<file path="src/rtl/vga_fb_arbiter.sv">
// Single-port framebuffer arbiter: scanout reads have strict priority over host
// accesses; a return tag routes each read's data to its owner one cycle later.
module vga_fb_arbiter #(
   parameter int AW           = 16,
   parameter int DW           = 12,
   parameter int STARVE_LIMIT = 255
) (
   input  logic          clk12,
   input  logic          reset,
   input  logic          disp_req,
   input  logic [AW-1:0] disp_addr,
   output logic          disp_grant,
   output logic [DW-1:0] disp_rdata,
   output logic          disp_rvalid,
   input  logic          host_req,
   input  logic          host_we,
   input  logic [AW-1:0] host_addr,
   input  logic [DW-1:0] host_wdata,
   output logic          host_ack,
   output logic [DW-1:0] host_rdata,
   output logic          host_rvalid,
   output logic          host_starved,
   output logic          ram_en,
   output logic          ram_we,
   output logic [AW-1:0] ram_addr,
   output logic [DW-1:0] ram_wdata,
   input  logic [DW-1:0] ram_rdata
);

   localparam int CW_MIN = $clog2(STARVE_LIMIT + 1);
   localparam int CW     = (CW_MIN > 9) ? CW_MIN : 9;
   localparam logic [CW-1:0] LIMIT = CW'(STARVE_LIMIT);

   typedef enum logic [1:0] {TAG_NONE, TAG_DISP, TAG_HOST} tag_t;

   tag_t          tag, tag_nxt;
   logic [CW-1:0] wait_cnt;
   logic [DW-1:0] disp_hold, host_hold;

   // Grants are purely combinational; reset masks them so nothing reaches the RAM.
   always_comb begin
      disp_grant = 1'b0;
      host_ack   = 1'b0;
      ram_en     = 1'b0;
      ram_we     = 1'b0;
      ram_addr   = '0;
      ram_wdata  = '0;
      tag_nxt    = TAG_NONE;
      if (!reset) begin
         disp_grant = disp_req;
         host_ack   = host_req & ~disp_req;
         if (disp_req) begin
            ram_en   = 1'b1;
            ram_addr = disp_addr;
            tag_nxt  = TAG_DISP;
         end else if (host_req) begin
            ram_en   = 1'b1;
            ram_addr = host_addr;
            if (host_we) begin
               ram_we    = 1'b1;
               ram_wdata = host_wdata;
            end else begin
               tag_nxt = TAG_HOST;
            end
         end
      end
   end

   always_ff @(posedge clk12 or posedge reset) begin
      if (reset) begin
         tag       <= TAG_NONE;
         disp_hold <= '0;
         host_hold <= '0;
         wait_cnt  <= '0;
      end else begin
         tag <= tag_nxt;
         if (tag == TAG_DISP) disp_hold <= ram_rdata;
         if (tag == TAG_HOST) host_hold <= ram_rdata;
         if (host_req && !host_ack) begin
            if (wait_cnt < LIMIT) wait_cnt <= wait_cnt + 1'b1;
         end else begin
            wait_cnt <= '0;
         end
      end
   end

   // Live RAM data in the return cycle keeps latency at one; holds cover idle cycles.
   assign disp_rvalid  = (tag == TAG_DISP);
   assign host_rvalid  = (tag == TAG_HOST);
   assign disp_rdata   = disp_rvalid ? ram_rdata : disp_hold;
   assign host_rdata   = host_rvalid ? ram_rdata : host_hold;
   assign host_starved = (wait_cnt >= LIMIT);

endmodule

</file>
<file path="config.mk">
export PLATFORM = sky130hd
export DESIGN_NAME = vga_fb_arbiter
export DESIGN_NICKNAME = d
export VERILOG_FILES = /design/src/rtl/vga_fb_arbiter.sv
export SDC_FILE = /design/constraint.sdc
export NUM_CORES = 1
export LEC_CHECK = 0
export BUFFER_PORTS_ARGS = -buffer_cell sky130_fd_sc_hd__buf_2
export CORE_MARGIN = 8
export CORE_UTILIZATION = 46
export CTS_BUF_LIST = sky130_fd_sc_hd__clkbuf_8
export CTS_CLUSTER_DIAMETER = 120
export CTS_CLUSTER_SIZE = 8
export DETAILED_ROUTE_END_ITERATION = 10
export PLACE_DENSITY = 0.95
export SLEW_MARGIN = 20
export SYNTH_ARGS = -nofsm -noshare
export SYNTH_HDL_FRONTEND = slang
export SYNTH_SLANG_ARGS = --single-unit
</file>
<file path="constraint.sdc">
create_clock -name clk12 -period 2.6 [get_ports clk12]
set_input_delay 0.13 -clock clk12 [delete_from_list [all_inputs] [get_ports clk12]]
set_output_delay 0.13 -clock clk12 [all_outputs]
set_load 0.01 [all_outputs]
</file>
==> metrics, run 1 <==
RSZ-0062 raised after global routing=no; setup bufs post-CTS=0; commonest cells after routing, fill and taps aside=119 x buf_2, 35 x dfrtp_1, 24 x mux2_2; Synth area leaders=dfrtp_1 50%, mux2_2 16%, a22o_1 8.1%; Clock Path Buffers=2; global-route wire length before repair=8.148 mm; P&R area growth vs syn=45.07%; gr busiest metal=met2; pwr dens=596.5 mW/mm²; Setup Skew=11.15 ps; Critical path buffers and inverters=1; drt pass-1 iters=4; Finished Layout Cells=320; antenna-violating nets left=0; Req. time, crit path=2470 ps; cts repair resizes=0; die area=0.006001 mm²; # setup viols final=0; I/O Buffers=119; initial core utilization=0.4747; HP Class=in -> reg; Pleak=1.412 nW; Num Clock Sinks=35; synth warn=0; synthesized area per cell=11.74 µm²; Ports=120; drt total wl=5.096 mm; Critical Path Fanout Max=13; routing usage on met1=0.1574; Worst setup SP type=flip-flop; antenna fix cells=0; DP Area=0.002394 mm²; M3 GR Usage=0.07258; status=complete, no violations; Slew Limit Fails=0; biggest cell delay along the critical path=520 ps; final net count=334; H-tree Lvls=2; Die W=77.47 µm; CP Class=reg -> out; Synth Register Bits=35; Max Cap Viol=0; Max IR drop VDD=286.6 µV; cells along the critical path=nand2b_1, mux2_2, buf_2; ratio of cells with drive above 1 in the final layout=0.5993; Die Y=77.47 µm; Root Driver=clkbuf_8; synthesized instance count=148; crit-path leading delay family=simple AND/OR/NAND/NOR gates; Slowest cell on crit path=nand2b_1; Worst Path Arrival=1700 ps; Clock transition at path regs=70 ps; placer's final routability congestion estimate=0.8751; Num CTS Buffers=5; final cycle utilization of the critical path=0.7028; Rows=22; Total GRT Usage=0.1642; Rel. slew slack=0.5767; Final Core Density=0.6887; # placed instances=311; CP Capture Type=primary output; final non-filler cell area=0.002521 mm²; CTS tree=yes; Cell Area, Synth=0.001738 mm²; hold buffer count at CTS=1; Fin. Hold Viols=0; Overflow after GRT=0; Final Critical Period=1827 ps; Syn Nets=211; met2 usage in global routing=0.2974; Synth area leader=dfrtp_1; initial antenna violation count=0; core box area=0.003661 mm²; Worst Max-Slew Pin Slew=634.9 ps; most common cell after layout, fill and taps aside=buf_2; vias in the first global route=1,758; DRC Markers=0; count of different cell masters after synthesis=29; post-DP HPWL=4.223 mm; DR vias/cell=5.144; vias post-DR=1,646; largest net degree at the start of global routing=36; setup tns final=0 ps; register area share after synthesis=0.5040; initial DRC count=32; drt wl/cell=15.93 µm; Fmax=0.5473 GHz; Yosys top cell area share=0.5040; clk_lat worst skew=280 ps
==> layer usage <==
layer / vias to the layer above / wire length (µm)
met5: - / 0
met4: 0 / 93
met3: 9 / 433
met2: 81 / 2632
met1: 779 / 1936
li1: 777 / -
==> synth_stat cells <==
cell and n:
a311oi_1 1, and4_4 2, a21oi_4 1, and3_2 1
or2b_1 1, nor2b_1 3, nor3b_1 1, and3_1 13
o21ai_0 1, a21oi_1 2, mux2i_1 1, nor2_1 13
inv_1 6, nor3_1 2, nand3_1 2, a22o_1 16
nand4_1 2, ha_1 2, nand2b_1 2, mux2_2 24
dfrtp_1 35, a21o_2 1, and2_1 1, a31oi_1 1
clkbuf_1 2, mux2_1 2, buf_2 7, xnor2_1 2
a41o_2 1
==> registers in the layout (all words and copies together), names as in the netlist <==
name	count
disp_hold	12
host_hold	12
tag	2
wait_cnt	9
==> worst paths after layout <==
kind / from / to / slack (ps) / cells after the start
min in group asynchronous: reset / wait_cnt[1] / 530 / 4
max reg2reg: wait_cnt[0] / wait_cnt[8] / 1060 / 6
min reg2reg: host_hold[6] / host_hold[6] / 500 / 1
max: tag[0] / host_rdata[8] / 770 / 3
min: ram_rdata[5] / host_hold[5] / 110 / 2
max in group asynchronous: reset / wait_cnt[2] / 1760 / 4
==> cell families after synthesis <==
kind of cell,count (synthesis),synth area share
fa+ha+maj,2,0.01440
compound gates,24,0.1188
simple gates,43,0.1411
flops,35,0.5040
xor+xnor,2,0.01008
buf+inv,15,0.03744
mux,27,0.1742
==> where the power goes <==
part           internal, W  leakage, nW  switching [W]
sequential        0.000622        0.432      0.0000234
combinational     0.000180        0.919       0.000184
clock             0.000310       0.0612       0.000184
total              0.00111         1.41       0.000392
==> stage by stage <==
stage | hold WS, ps | setup WS [ps] | total power (W)
after CTS | 109.9 | 741.9 | 0.001519
after detailed placement | 296.6 | 1039 | 0.001027
after global routing | 117.2 | 690.1 | 0.001575
final | 112.9 | 772.8 | 0.001504
after floorplan | 195.6 | 1196 | 0.0008433
after global placement | 287.2 | 1111 | 0.001000
==> cell type report <==
class | count | area (µm²)
Tap cell | 48 | 60.06
Fill cell | 275 | 1140
Timing Repair Buffer | 125 | 643.1
Clock inverter | 2 | 35.03
Sequential cell | 35 | 875.8
Clock buffer | 6 | 82.58
Multi-Input combinational cell | 98 | 802.0
Inverter | 6 | 22.52
Note: power is estimated with default switching activity, not from simulation.
==> run 2, diff against run 1 <==
--- a/config.mk
+++ b/config.mk
@@ -7,12 +7,12 @@
 export LEC_CHECK = 0
 export BUFFER_PORTS_ARGS = -buffer_cell sky130_fd_sc_hd__buf_2
 export CORE_MARGIN = 8
-export CORE_UTILIZATION = 46
+export CORE_UTILIZATION = 43
 export CTS_BUF_LIST = sky130_fd_sc_hd__clkbuf_8
 export CTS_CLUSTER_DIAMETER = 120
 export CTS_CLUSTER_SIZE = 8
 export DETAILED_ROUTE_END_ITERATION = 10
-export PLACE_DENSITY = 0.95
+export PLACE_DENSITY = 0.9
 export SLEW_MARGIN = 20
 export SYNTH_ARGS = -nofsm -noshare
 export SYNTH_HDL_FRONTEND = slang
==> constraint.sdc (replaced) <==
create_clock -name clk12 -period 1.9 [get_ports clk12]
set_input_delay 0.095 -clock clk12 [delete_from_list [all_inputs] [get_ports clk12]]
set_output_delay 0.095 -clock clk12 [all_outputs]
set_load 0.01 [all_outputs]
==> metrics, run 2 (same netlist as run 1, synthesis figures left out) <==
status=complete, no violations; biggest cell delay along the critical path=410 ps (-110 ps); Final WS setup=186.9 ps (-585.9 ps); H-tree Lvls=2 (unchanged); Max Cap Viol=0 (unchanged); Rows=23 (+4.5%); initial DRC count=27 (-16%); Setup Skew=11.12 ps (-0.03150 ps); vias post-DR=1,624 (-1.3%); Ports=120 (unchanged); DP Area=0.002404 mm² (+0.42%); Critical Path Fanout Max=4 (-9); RSZ-0062 raised after global routing=no; FF-to-FF setup slack=400 ps (-660 ps); initial antenna violation count=0 (unchanged); I/O Buffers=119 (unchanged); initial core utilization=0.4408 (-0.03390); WL met2=2.635 mm (+0.11%); Largest regs=disp_hold: 12 flops, host_hold: 12 flops, wait_cnt: 9 flops; drt wl/cell=15.96 µm (+0.24%); R2R depth=6 (unchanged); metal1 wirelength=1.898 mm (-2.0%); commonest cells after routing, fill and taps aside=119 x buf_2, 35 x dfrtp_1, 24 x mux2_2; Worst Path Arrival=1620 ps (-80 ps); Clock Path Buffers=2 (unchanged); post-DP HPWL=4.155 mm (-1.6%); Num CTS Buffers=5 (unchanged); CTS tree=yes; Rel. slew slack=0.7089 (+0.1322); die area=0.006332 mm² (+5.5%); # setup viols final=0 (unchanged); Slowest cell on crit path=dfrtp_1; Num Clock Sinks=35 (unchanged); drt pass-1 iters=4 (unchanged); dpl ws=386.2 ps (-652.7 ps); cells along the critical path=ha_1, nand3_1, nor3_1, ha_1, or2b_1, buf_2; vias in the first global route=1,781 (+1.3%); Slew Limit Fails=0 (unchanged); core box area=0.003943 mm² (+7.7%); CP Class=reg -> out; antenna fix cells=0 (unchanged); Die Y=79.58 µm (+2.7%); Overflow after GRT=0 (unchanged); CP Capture Type=primary output; Fin. Hold Viols=0 (unchanged); Worst Hold Depth=2 (unchanged); Final Critical Period=1713 ps; P&R area growth vs syn=43.92%; critical path's most frequent cell=ha_1; top sig layer=met4; Worst setup SP type=flip-flop; Pwr Total=0.001913 W (+27%); clk_lat worst skew=290 ps (about the same); Max IR drop VDD=339.9 µV (+19%); largest net degree at the start of global routing=36 (unchanged); Pleak=1.402 nW (-0.70%); Total GRT Usage=0.1632 (-0.001038); drt total wl=5.140 mm (+0.86%); Root Driver=clkbuf_8; Die W=79.58 µm (+2.7%); DR vias/cell=5.043 (-1.9%); most common cell after layout, fill and taps aside=buf_2; placer's final routability congestion estimate=0.8277 (-5.4%); ratio of cells with drive above 1 in the final layout=0.5993 (unchanged); global-route wire length before repair=8.197 mm (+0.60%); setup tns final=0 ps (unchanged); Met3 Wirelength=543 µm (+25%); final net count=335 (+0.30%); cts repair resizes=0 (unchanged); DRC Markers=0 (unchanged); Req. time, crit path=1800 ps (-670 ps); Worst Max-Slew Pin Slew=436.6 ps (-198.3 ps); antenna-violating nets left=0 (unchanged); final cycle utilization of the critical path=0.9016; HP Class=in -> reg; Clock transition at path regs=70 ps (about the same); final non-filler cell area=0.002501 mm² (-0.79%); Fmax=0.5837 GHz; pwr dens=764.9 mW/mm² (+28%)
[run 2: changes by cell type in the layout (fill, tap and decap cells not counted), sizes merged]
cell / before / now
buf: 124 / 125
bufinv: 1 / 0
[run 2: critical path, delay by kind of cell, from the launching register on]
family	cells	cell delay, ps
DFF	1	410
adders and majority gates	2	410
buffers and inverters	1	140
and+or+nand+nor	3	370
[run 2: per-layer routing]
metal	up-vias	GRT usage
met2	76	0.2918
met5	-	0
li1	780	-
met4	0	0.06667
met1	761	0.1576
met3	7	0.07545
[run 2: worst paths after layout]
| path | startpoint | to |
|---|---|---|
| setup / recovery | wait_cnt[0] | host_starved |
| hold / removal | ram_rdata[0] | host_hold[0] |
| setup reg to reg | wait_cnt[0] | wait_cnt[8] |
| hold reg to reg | host_hold[10] | host_hold[10] |
| max in group asynchronous | reset | wait_cnt[6] |
| min in group asynchronous | reset | wait_cnt[7] |
[run 2: what timing repair did]
item	4_1_cts	5_1_grt
hold endpoints to repair	35	0
setup buffers	0	0
hold buffers	1	0
[run 2: layout make-up]
| type | count | area, µm² |
|---|---|---|
| fillers | 331 | 1441 |
| flip-flops and latches | 35 | 875.8 |
| multi-input cells | 98 | 802.0 |
| repair buffers | 126 | 650.6 |
| clock buffers | 6 | 82.58 |
| well taps | 50 | 62.56 |
| inverters | 6 | 22.52 |
| clock inverters | 1 | 5.005 |
[run 2: per-stage QoR]
stage | hold slack [ps] | util | std cells
global route | 65.19 | 0.6344 | 322
CTS | 63.69 | 0.6344 | 322
floorplan | 160.6 | - | 148
global placement | 259.7 | 0.6096 | 314
finish | 64.89 | 0.6344 | 322
detailed placement | 264.5 | 0.6096 | 314
[run 2: power by group]
part | leakage (nW) | total [W] | switching [W] | internal [W]
combinational | 0.924 | 0.000500 | 0.000252 | 0.000247
clock | 0.0470 | 0.000532 | 0.000248 | 0.000284
sequential | 0.432 | 0.000881 | 0.0000303 | 0.000851
==> run 3, diff against run 2 <==
--- a/config.mk
+++ b/config.mk
@@ -6,6 +6,7 @@
 export NUM_CORES = 1
 export LEC_CHECK = 0
 export BUFFER_PORTS_ARGS = -buffer_cell sky130_fd_sc_hd__buf_2
+export CORE_ASPECT_RATIO = 1.25
 export CORE_MARGIN = 8
 export CORE_UTILIZATION = 43
 export CTS_BUF_LIST = sky130_fd_sc_hd__clkbuf_8
==> metrics, run 3 (same netlist as run 1, synthesis figures left out) <==
status=complete, no violations; gr busiest metal=met2; antenna fix cells=0 (unchanged); pwr dens=757.9 mW/mm² (-0.92%); Total GRT Usage=0.1571 (-0.006069); clk_lat worst skew=270 ps (-20 ps); final cycle utilization of the critical path=0.9293 (+0.02769); Worst Max-Slew Pin Slew=606.3 ps (+169.6 ps); post-DP HPWL=4.095 mm (-1.4%); Clock transition at path regs=60 ps (about the same); Worst Path Arrival=1670 ps (+50 ps); RSZ-0062 raised after global routing=no; largest net degree at the start of global routing=36 (unchanged); Ports=120 (unchanged); Overflow after GRT=0 (unchanged); Setup Skew=2.819 ps (-8.302 ps); Rel. slew slack=0.5958 (-0.1131); Slew Limit Fails=0 (unchanged); Largest regs=disp_hold: 12 flops, host_hold: 12 flops, wait_cnt: 9 flops; CP Capture Type=primary output; most common cell after layout, fill and taps aside=buf_2; vias post-DR=1,623 (-0.062%); initial antenna violation count=0 (unchanged); die area=0.006345 mm² (+0.20%); Pwr Total=0.001896 W (-0.92%); initial DRC count=39 (+44%); P&R area growth vs syn=43.92% (unchanged); Num CTS Buffers=5 (unchanged); routing usage on met1=0.1538 (-0.003816); Fin. Hold Viols=0 (unchanged); Root Driver=clkbuf_8; met2 usage in global routing=0.2757 (-0.01608); Die W=72.86 µm (-8.4%); Pleak=1.398 nW (-0.30%); dpl ws=391.5 ps (+5.254 ps); Max Cap Viol=0 (unchanged); # setup viols final=0 (unchanged); Final Critical Period=1766 ps (+52.61 ps); Rows=26 (+13%); commonest cells after routing, fill and taps aside=119 x buf_2, 35 x dfrtp_1, 24 x mux2_2; Fmax=0.5663 GHz (-3.0%); Req. time, crit path=1800 ps (about the same); DRC Markers=0 (unchanged); CP Class=reg -> out; Clock Path Buffers=2 (unchanged); FF-to-FF setup slack=400 ps (about the same); Final WS setup=134.3 ps (-52.61 ps); DP Area=0.002404 mm² (unchanged); Die Y=87.08 µm (+9.4%); antenna-violating nets left=0 (unchanged); vias in the first global route=1,838 (+3.2%); setup tns final=0 ps (unchanged); HP Class=in -> reg; I/O Buffers=119 (unchanged); DR vias/cell=4.963 (-1.6%); H-tree Lvls=2 (unchanged); M3 GR Usage=0.07604 (+0.0005864); Critical Path Fanout Max=13 (+9); final non-filler cell area=0.002501 mm² (unchanged); ratio of cells with drive above 1 in the final layout=0.5978 (-0.001479); CTS tree=yes; drt total wl=4.908 mm (-4.5%); cts repair resizes=0 (unchanged); core box area=0.004001 mm² (+1.5%); final net count=334 (-0.30%); Final Core Density=0.6251 (-0.009324); drt wl/cell=15.01 µm (-6.0%); Worst setup SP type=flip-flop; global-route wire length before repair=7.921 mm (-3.4%); initial core utilization=0.4343 (-0.006479); placer's final routability congestion estimate=0.7611 (-8.0%); Max IR drop VDD=488.8 µV (+44%); drt pass-1 iters=5 (+1); Num Clock Sinks=35 (unchanged)
## run 3: critical path, cell delays in order (launching register included)
cell      delay [ps]
dfrtp_1          330
nand2b_1         490
mux2_2           420
buf_2            140
## run 3: final cells by class
| cell class | instances | area, µm² |
|---|---|---|
| fillers | 351 | 1500 |
| clock buffers | 6 | 82.58 |
| clock inverters | 1 | 5.005 |
| flip-flops and latches | 35 | 875.8 |
| well taps | 56 | 70.07 |
| repair buffers | 125 | 643.1 |
| inverters | 6 | 22.52 |
| multi-input cells | 98 | 802.0 |
## run 3: path summary, 6_finish.rpt
kind                               start            end  depth (start not counted)
setup / recovery                  tag[0]  host_rdata[7]                          3
min in group asynchronous          reset    wait_cnt[5]                          4
hold reg to reg            disp_hold[10]  disp_hold[10]                          1
hold / removal             ram_rdata[11]  host_hold[11]                          2
max in group asynchronous          reset   disp_hold[7]                          4
setup reg to reg             wait_cnt[0]    wait_cnt[8]                          6
## run 3: report_power, final
group	switching, W	internal (W)
sequential	0.0000308	0.000851
combinational	0.000248	0.000246
clock	0.000235	0.000284
total	0.000514	0.00138
## run 3: layer usage
metal	routed length [µm]	vias to the layer above
li1	-	780
met5	0	-
met4	91	0
met3	421	6
met1	1818	759
met2	2577	78
## run 3: through the flow
stage | hold WS [ps] | instances
2_1_floorplan | 160.6 | 148
3_3_place_gp | 256.9 | 319
3_5_place_dp | 256.4 | 319
4_1_cts | 70.78 | 327
5_1_grt | 74.59 | 327
6_report | 78.85 | 327
## run 3: repair_timing
| item | CTS | global route |
|---|---|---|
| hold buffers | 1 | 0 |
| buffers inserted | 0 | 0 |
| hold endpoints to repair | 35 | 0 |
